File: config.mk
export PLATFORM = sky130hd
export DESIGN_NAME = pc_fetch_ctl_flat
export DESIGN_NICKNAME = d
export VERILOG_FILES = /design/src/rtl/pc_pkg.sv /design/src/rtl/pc_fetch_ctl_if.sv /design/src/rtl/pc_fetch_ctl.sv /design/src/flat_wrapper.sv
export SDC_FILE = /design/constraint.sdc
export NUM_CORES = 1
export LEC_CHECK = 0
export CORE_ASPECT_RATIO = 0.9
export CORE_MARGIN = 2
export CORE_UTILIZATION = 48
export CTS_BUF_LIST = sky130_fd_sc_hd__clkbuf_16
export DETAILED_ROUTE_END_ITERATION = 7
export PLACE_DENSITY_LB_ADDON = 0.3
export SETUP_SLACK_MARGIN = 0.3
export SYNTH_ARGS = -nofsm -noshare
export SYNTH_HDL_FRONTEND = slang
export SYNTH_SLANG_ARGS = --single-unit
File: constraint.sdc
create_clock -name Clk -period 3.4 [get_ports Clk]
set_clock_uncertainty 0.2 [all_clocks]
set_input_delay 0.68 -clock Clk [delete_from_list [all_inputs] [get_ports Clk]]
set_output_delay 0.68 -clock Clk [all_outputs]
set_load 0.005 [all_outputs]
File: src/rtl/pc_pkg.sv
// rtl/pc_pkg.sv - shared types and widths for the PC fetch controller
package pc_pkg;

  localparam int PC_W   = 10;
  localparam int LUT_AW = 4;
  localparam int CNT_W  = 16;

  typedef enum logic [1:0] {IDLE, ARMED, RUN, DONE} state_t;

  typedef enum logic [1:0] {NPC_HOLD, NPC_ABS, NPC_REL, NPC_INC} npc_sel_t;

endpackage

File: src/rtl/pc_fetch_ctl_if.sv
// rtl/pc_fetch_ctl_if.sv - decoder, lookup-table and ROM-address signals of the fetch controller
interface pc_fetch_ctl_if #(
  parameter int PC_W   = pc_pkg::PC_W,
  parameter int LUT_AW = pc_pkg::LUT_AW,
  parameter int CNT_W  = pc_pkg::CNT_W
);

  logic              Start;
  logic              Halt;
  logic              Branch;
  logic              CondTrue;
  logic              BranchAbs;
  logic [LUT_AW-1:0] LutIdx;
  logic [LUT_AW-1:0] LutAddr;
  logic [PC_W-1:0]   Target;
  logic [PC_W-1:0]   PC;
  logic              Fetch;
  logic              Done;
  logic [CNT_W-1:0]  CycleCnt;

  modport master (
    input  Start, Halt, Branch, CondTrue, BranchAbs, LutIdx, Target,
    output LutAddr, PC, Fetch, Done, CycleCnt
  );

  modport slave (
    output Start, Halt, Branch, CondTrue, BranchAbs, LutIdx, Target,
    input  LutAddr, PC, Fetch, Done, CycleCnt
  );

endinterface

File: src/rtl/pc_fetch_ctl.sv
// rtl/pc_fetch_ctl.sv - program counter and start/run/halt fetch sequencer
module pc_fetch_ctl #(
  parameter int PC_W   = pc_pkg::PC_W,
  parameter int LUT_AW = pc_pkg::LUT_AW,
  parameter int CNT_W  = pc_pkg::CNT_W
) (
  input  logic            Clk,
  input  logic            Reset,
  pc_fetch_ctl_if.master  bus
);

  import pc_pkg::*;

  state_t           state, state_nx;
  npc_sel_t         npc_sel;
  logic [PC_W-1:0]  pc, pc_nx;
  logic [CNT_W-1:0] cnt;
  logic             fetch, done;

  assign bus.LutAddr  = bus.LutIdx;
  assign bus.PC       = pc;
  assign bus.CycleCnt = cnt;
  assign bus.Fetch    = fetch;
  assign bus.Done     = done;

  always_comb begin
    state_nx = state;
    npc_sel  = NPC_HOLD;
    fetch    = 1'b0;
    done     = 1'b0;
    case (state)
      IDLE:  if (bus.Start) state_nx = ARMED;
      ARMED: if (!bus.Start) state_nx = RUN;
      RUN: begin
        fetch = 1'b1;
        // Halt outranks any branch decoded in the same instruction
        if (bus.Halt)
          state_nx = DONE;
        else if (bus.Branch && bus.CondTrue)
          npc_sel = bus.BranchAbs ? NPC_ABS : NPC_REL;
        else
          npc_sel = NPC_INC;
      end
      DONE: begin
        done = 1'b1;
        if (bus.Start) state_nx = ARMED;
      end
      default: state_nx = IDLE;
    endcase

    case (npc_sel)
      NPC_ABS: pc_nx = bus.Target;
      NPC_REL: pc_nx = pc + bus.Target;
      NPC_INC: pc_nx = pc + PC_W'(1);
      default: pc_nx = pc;
    endcase
  end

  always_ff @(posedge Clk) begin
    if (Reset) begin
      state <= IDLE;
      pc    <= '0;
      cnt   <= '0;
    end else begin
      state <= state_nx;
      // every path into ARMED starts a fresh program at address 0
      if (state_nx == ARMED) begin
        pc  <= '0;
        cnt <= '0;
      end else begin
        pc <= pc_nx;
        if (state == RUN && cnt != '1)
          cnt <= cnt + CNT_W'(1);
      end
    end
  end

endmodule

File: src/flat_wrapper.sv
// flat-port wrapper written by rule: the top's interface ports become plain ports
module pc_fetch_ctl_flat import pc_pkg::*;
#(
  parameter int PC_W   = pc_pkg::PC_W,
  parameter int LUT_AW = pc_pkg::LUT_AW,
  parameter int CNT_W  = pc_pkg::CNT_W
)
  (Clk, Reset, bus_Start, bus_Halt, bus_Branch, bus_CondTrue, bus_BranchAbs, bus_LutIdx, bus_Target, bus_LutAddr, bus_PC, bus_Fetch, bus_Done, bus_CycleCnt);
  pc_fetch_ctl_if #(.PC_W(PC_W), .LUT_AW(LUT_AW), .CNT_W(CNT_W)) bus_i ();
  input  logic Clk;
  input  logic Reset;
  input wire logic [$bits(bus_i.Start)-1:0] bus_Start;
  input wire logic [$bits(bus_i.Halt)-1:0] bus_Halt;
  input wire logic [$bits(bus_i.Branch)-1:0] bus_Branch;
  input wire logic [$bits(bus_i.CondTrue)-1:0] bus_CondTrue;
  input wire logic [$bits(bus_i.BranchAbs)-1:0] bus_BranchAbs;
  input wire logic [$bits(bus_i.LutIdx)-1:0] bus_LutIdx;
  input wire logic [$bits(bus_i.Target)-1:0] bus_Target;
  output wire logic [$bits(bus_i.LutAddr)-1:0] bus_LutAddr;
  output wire logic [$bits(bus_i.PC)-1:0] bus_PC;
  output wire logic [$bits(bus_i.Fetch)-1:0] bus_Fetch;
  output wire logic [$bits(bus_i.Done)-1:0] bus_Done;
  output wire logic [$bits(bus_i.CycleCnt)-1:0] bus_CycleCnt;
  assign bus_i.Start = bus_Start;
  assign bus_i.Halt = bus_Halt;
  assign bus_i.Branch = bus_Branch;
  assign bus_i.CondTrue = bus_CondTrue;
  assign bus_i.BranchAbs = bus_BranchAbs;
  assign bus_i.LutIdx = bus_LutIdx;
  assign bus_i.Target = bus_Target;
  assign bus_LutAddr = bus_i.LutAddr;
  assign bus_PC = bus_i.PC;
  assign bus_Fetch = bus_i.Fetch;
  assign bus_Done = bus_i.Done;
  assign bus_CycleCnt = bus_i.CycleCnt;
  pc_fetch_ctl #(.PC_W(PC_W), .LUT_AW(LUT_AW), .CNT_W(CNT_W)) u_core (.Clk(Clk), .Reset(Reset), .bus(bus_i));
endmodule
==> flow_metrics.py <==
metrics = {
    "logic_synthesis": {
        "synth.distinct_cells": 51,
        "async_flop_share_pct": 0,
        "ys_dominant_reg_cell": "dfxtp_1",
        "yosys.area.top_type": "dfxtp_1",
        "synth_cells": 237,
        "syn-num-nets": 272,
        "synth-seq-area-share_pct": 28.9,
        "synth_area_leaders": "dfxtp_1, ha_1, xnor2_1, nor2_1, a21oi_1",
        "synth_edf_count": 0,
        "synthMostInstantiatedCell": "dfxtp_1",
        "syn_area_per_cell_sq_um": 8.18,
        "synth_top_area_share_pct": 28.9,
        "yosysWarningCount": 0,
        "synth-seq-cells": 28,
        "synth_commonest_cells": "dfxtp_1, nor2_1, nand2_1, xnor2_1",
        "synth_area_sq_um": 1940,
    },
    "power": {
        "p_sw_share_pct": 26.9,
        "clockPowerShare_pct": 38.7,
        "leakage_nw": 0.896,
        "cellPowerDensity_nw_per_um2": 362,
        "power_mw": 0.916,
        "power_frac_seq_pct": 38.3,
        "power_frac_comb_pct": 23.0,
        "internal_power_mw": 0.670,
        "power.net_switching_mw": 0.246,
        "ir_drop_v": 0.000259,
    },
    "timing": {
        "setup_tns_ns": 0,
        "max_freq_mhz": 340,
        "worst_slew_pin_slew_ns": 0.553,
        "slew_headroom_pct": 62.9,
        "period_share_pct": 86.6,
        "hold_viol": 0,
        "finalSetupViolations": 0,
        "rsz0062_at_grt": "false",
        "fin_crit_ns": 2.94,
        "finalMaxSlewViolations": 0,
    },
    "critical_path": {
        "cp.required_ns": 3.41,
        "startpoint_type": "input port",
        "crit_fanout": 5,
        "crit_type": "input port to flip-flop",
        "cp-end-kind": "flip-flop",
        "crit_chain": "clkdlybuf4s50_1 > nand2_2 > nand2_4 > nand2b_1 > ha_1 > fa_2 > a211oi_2 > nor2_1 > o2111a_1 > a21oi_1 > a32o_1",
        "cp.arrival_ns": 2.95,
        "cpPeakStageDelay_ns": 0.53,
        "critPathSlowestCell": "clkdlybuf4s50_1",
    },
    "clocking": {
        "insertion_delay_ns": 0.26,
        "cts-root-buf": "clkbuf_16",
        "cts-htree-levels": 1,
        "ctsHoldBuffers": 0,
        "clkSinkCount": 28,
        "cts_tree": "yes",
        "clkTransAtPathRegs_ns": 0.07,
        "cts_buffers": 3,
        "cts_buffer_depth": 2,
    },
    "job": {
        "max_cap_viol_count": 0,
    },
    "final_layout": {
        "drive_gt1_share_pct": 9.03,
        "fin_util_pct": 66.9,
        "n_fill_cell": 325,
        "syn_to_final_growth_pct": 30.6,
        "seq_area_sq_um": 561,
        "multi_input_area_sq_um": 1310,
        "n_antenna_cell": 0,
        "nets": 313,
    },
    "outcome": {
        "status": "completed",
    },
    "route": {
        "dr.pass1.iters": 5,
        "drtIter0Drc": 95,
        "wl_per_cell_um": 14.7,
        "drc_errors": 0,
        "ant_nets": 0,
        "vias_per_cell": 5.88,
        "wl_um": 4750,
        "vias": 1900,
    },
    "floorplanning": {
        "fp.dieW_um": 71.0,
        "start_util_pct": 51.2,
        "die_h_um": 64.3,
        "ioPinCount": 53,
        "coreArea_sq_um": 3780,
        "die_area_sq_um": 4560,
        "row_count": 21,
    },
    "global_routing": {
        "grt_use_total_pct": 21.1,
        "antenna_found_initial": 0,
        "grt_pass1_wl_um": 7850,
        "grt_pass1_vias": 1723,
        "grt_overflow": 0,
        "grt_max_degree": 18,
    },
    "placed_design": {
        "gp_congestion": 0.839,
        "port_buffers": 44,
        "dp_hpwl_um": 3290,
    },
    "hold_path": {
        "hold_path_class": "flip-flop to flip-flop",
    },
}
layout by cell type, fill, tap and decap left out, types with 3 or more instances in the layout:
| cell type | n |
|---|---|
| a311oi_1 | 3 |
| inv_1 | 7 |
| o211ai_1 | 3 |
| clkdlybuf4s50_1 | 44 |
| nor3_1 | 14 |
| nor4_1 | 4 |
| clkbuf_16 | 3 |
| a211oi_1 | 6 |
| dfxtp_1 | 28 |
| a21o_1 | 4 |
| xnor2_1 | 16 |
| buf_4 | 4 |
| nor2_1 | 23 |
| nand2_1 | 15 |
| o21ai_0 | 10 |
| and2_1 | 8 |
| ha_1 | 13 |
| nand3_1 | 12 |
| a21oi_1 | 14 |
| nand2b_1 | 5 |
power by group through the flow:
stage          combinational (mW)  clock [mW]  sequential (mW)
3_3_place_gp                0.196           0            0.359
2_1_floorplan               0.136           0            0.357
3_5_place_dp                0.198           0            0.359
4_1_cts                     0.201       0.359            0.351
6_report                    0.210       0.355            0.351
5_1_grt                     0.232       0.371            0.353
worst paths after layout:
path                       to  depth (start not counted)  slack [ns]              from
max          u_core.bus.PC[6]                         11        0.46        bus_Branch
min          u_core.bus.PC[2]                          2        0.28  u_core.bus.PC[2]
max reg2reg  u_core.bus.PC[6]                         12        0.63   u_core.state[0]
min reg2reg  u_core.bus.PC[2]                          2        0.28  u_core.bus.PC[2]
worst max-delay path: cells and delay by family:
family                     cells  cell delay, ns
AOI/OAI and AO/OA              4            0.73
adders and majority gates      2            0.61
buffers and inverters          1            0.53
and+or+nand+nor                4            0.40
metrics by stage:
step | area, sq um | cells | hold WS [ns] | worst slack (ns)
after floorplan | 1940 | 237 | 0.265 | 0.463
after global placement | 2380 | 317 | 0.265 | 0.0728
after detailed placement | 2380 | 317 | 0.276 | -0.00856
after CTS | 2490 | 321 | 0.288 | 0.351
after global routing | 2530 | 323 | 0.328 | 0.280
final | 2530 | 323 | 0.282 | 0.456
layout make-up:
type | instances | area share, %
timing repair buffer | 48 | 18.6
sequential | 28 | 22.1
clock buffer | 3 | 2.97
clock inverter | 1 | 1.19
multi-input combinational | 190 | 51.8
inverter | 7 | 1.04
tap | 46 | 2.27
layer usage:
layer / track usage (%) / wire length, um / share of wire, %
met2: 33.9 / 2170 / 46
met5: 0 / 0 / 0
met3: 4.57 / 353 / 7.4
met1: 29.2 / 2190 / 46
met4: 4.01 / 38 / 0.80
registers in the layout, summed over array words and instances (netlist names):
register             count
u_core.bus.CycleCnt     16
u_core.bus.PC           10
u_core.state             2
timing repair:
action                     CTS  global route
setup buffers                0             1
pin swaps                    0             3
gates cloned                 0             1
resized for setup            1             8
setup endpoints to repair    3             5
hold endpoints to repair     0             0
cells by family after synthesis:
kind of cell             Yosys count  synth area share, %
AO/OA/AOI/OAI                     59                 22.1
XOR/XNOR                          17                 7.68
adder cells (fa/ha/maj)           14                 9.43
buffers and inverters             20                 5.29
flip-flops                        28                 28.9
multiplexers                       1                0.516
AND/OR/NAND/NOR                   98                 26.1
No activity file was read; power rests on OpenSTA's default activity.
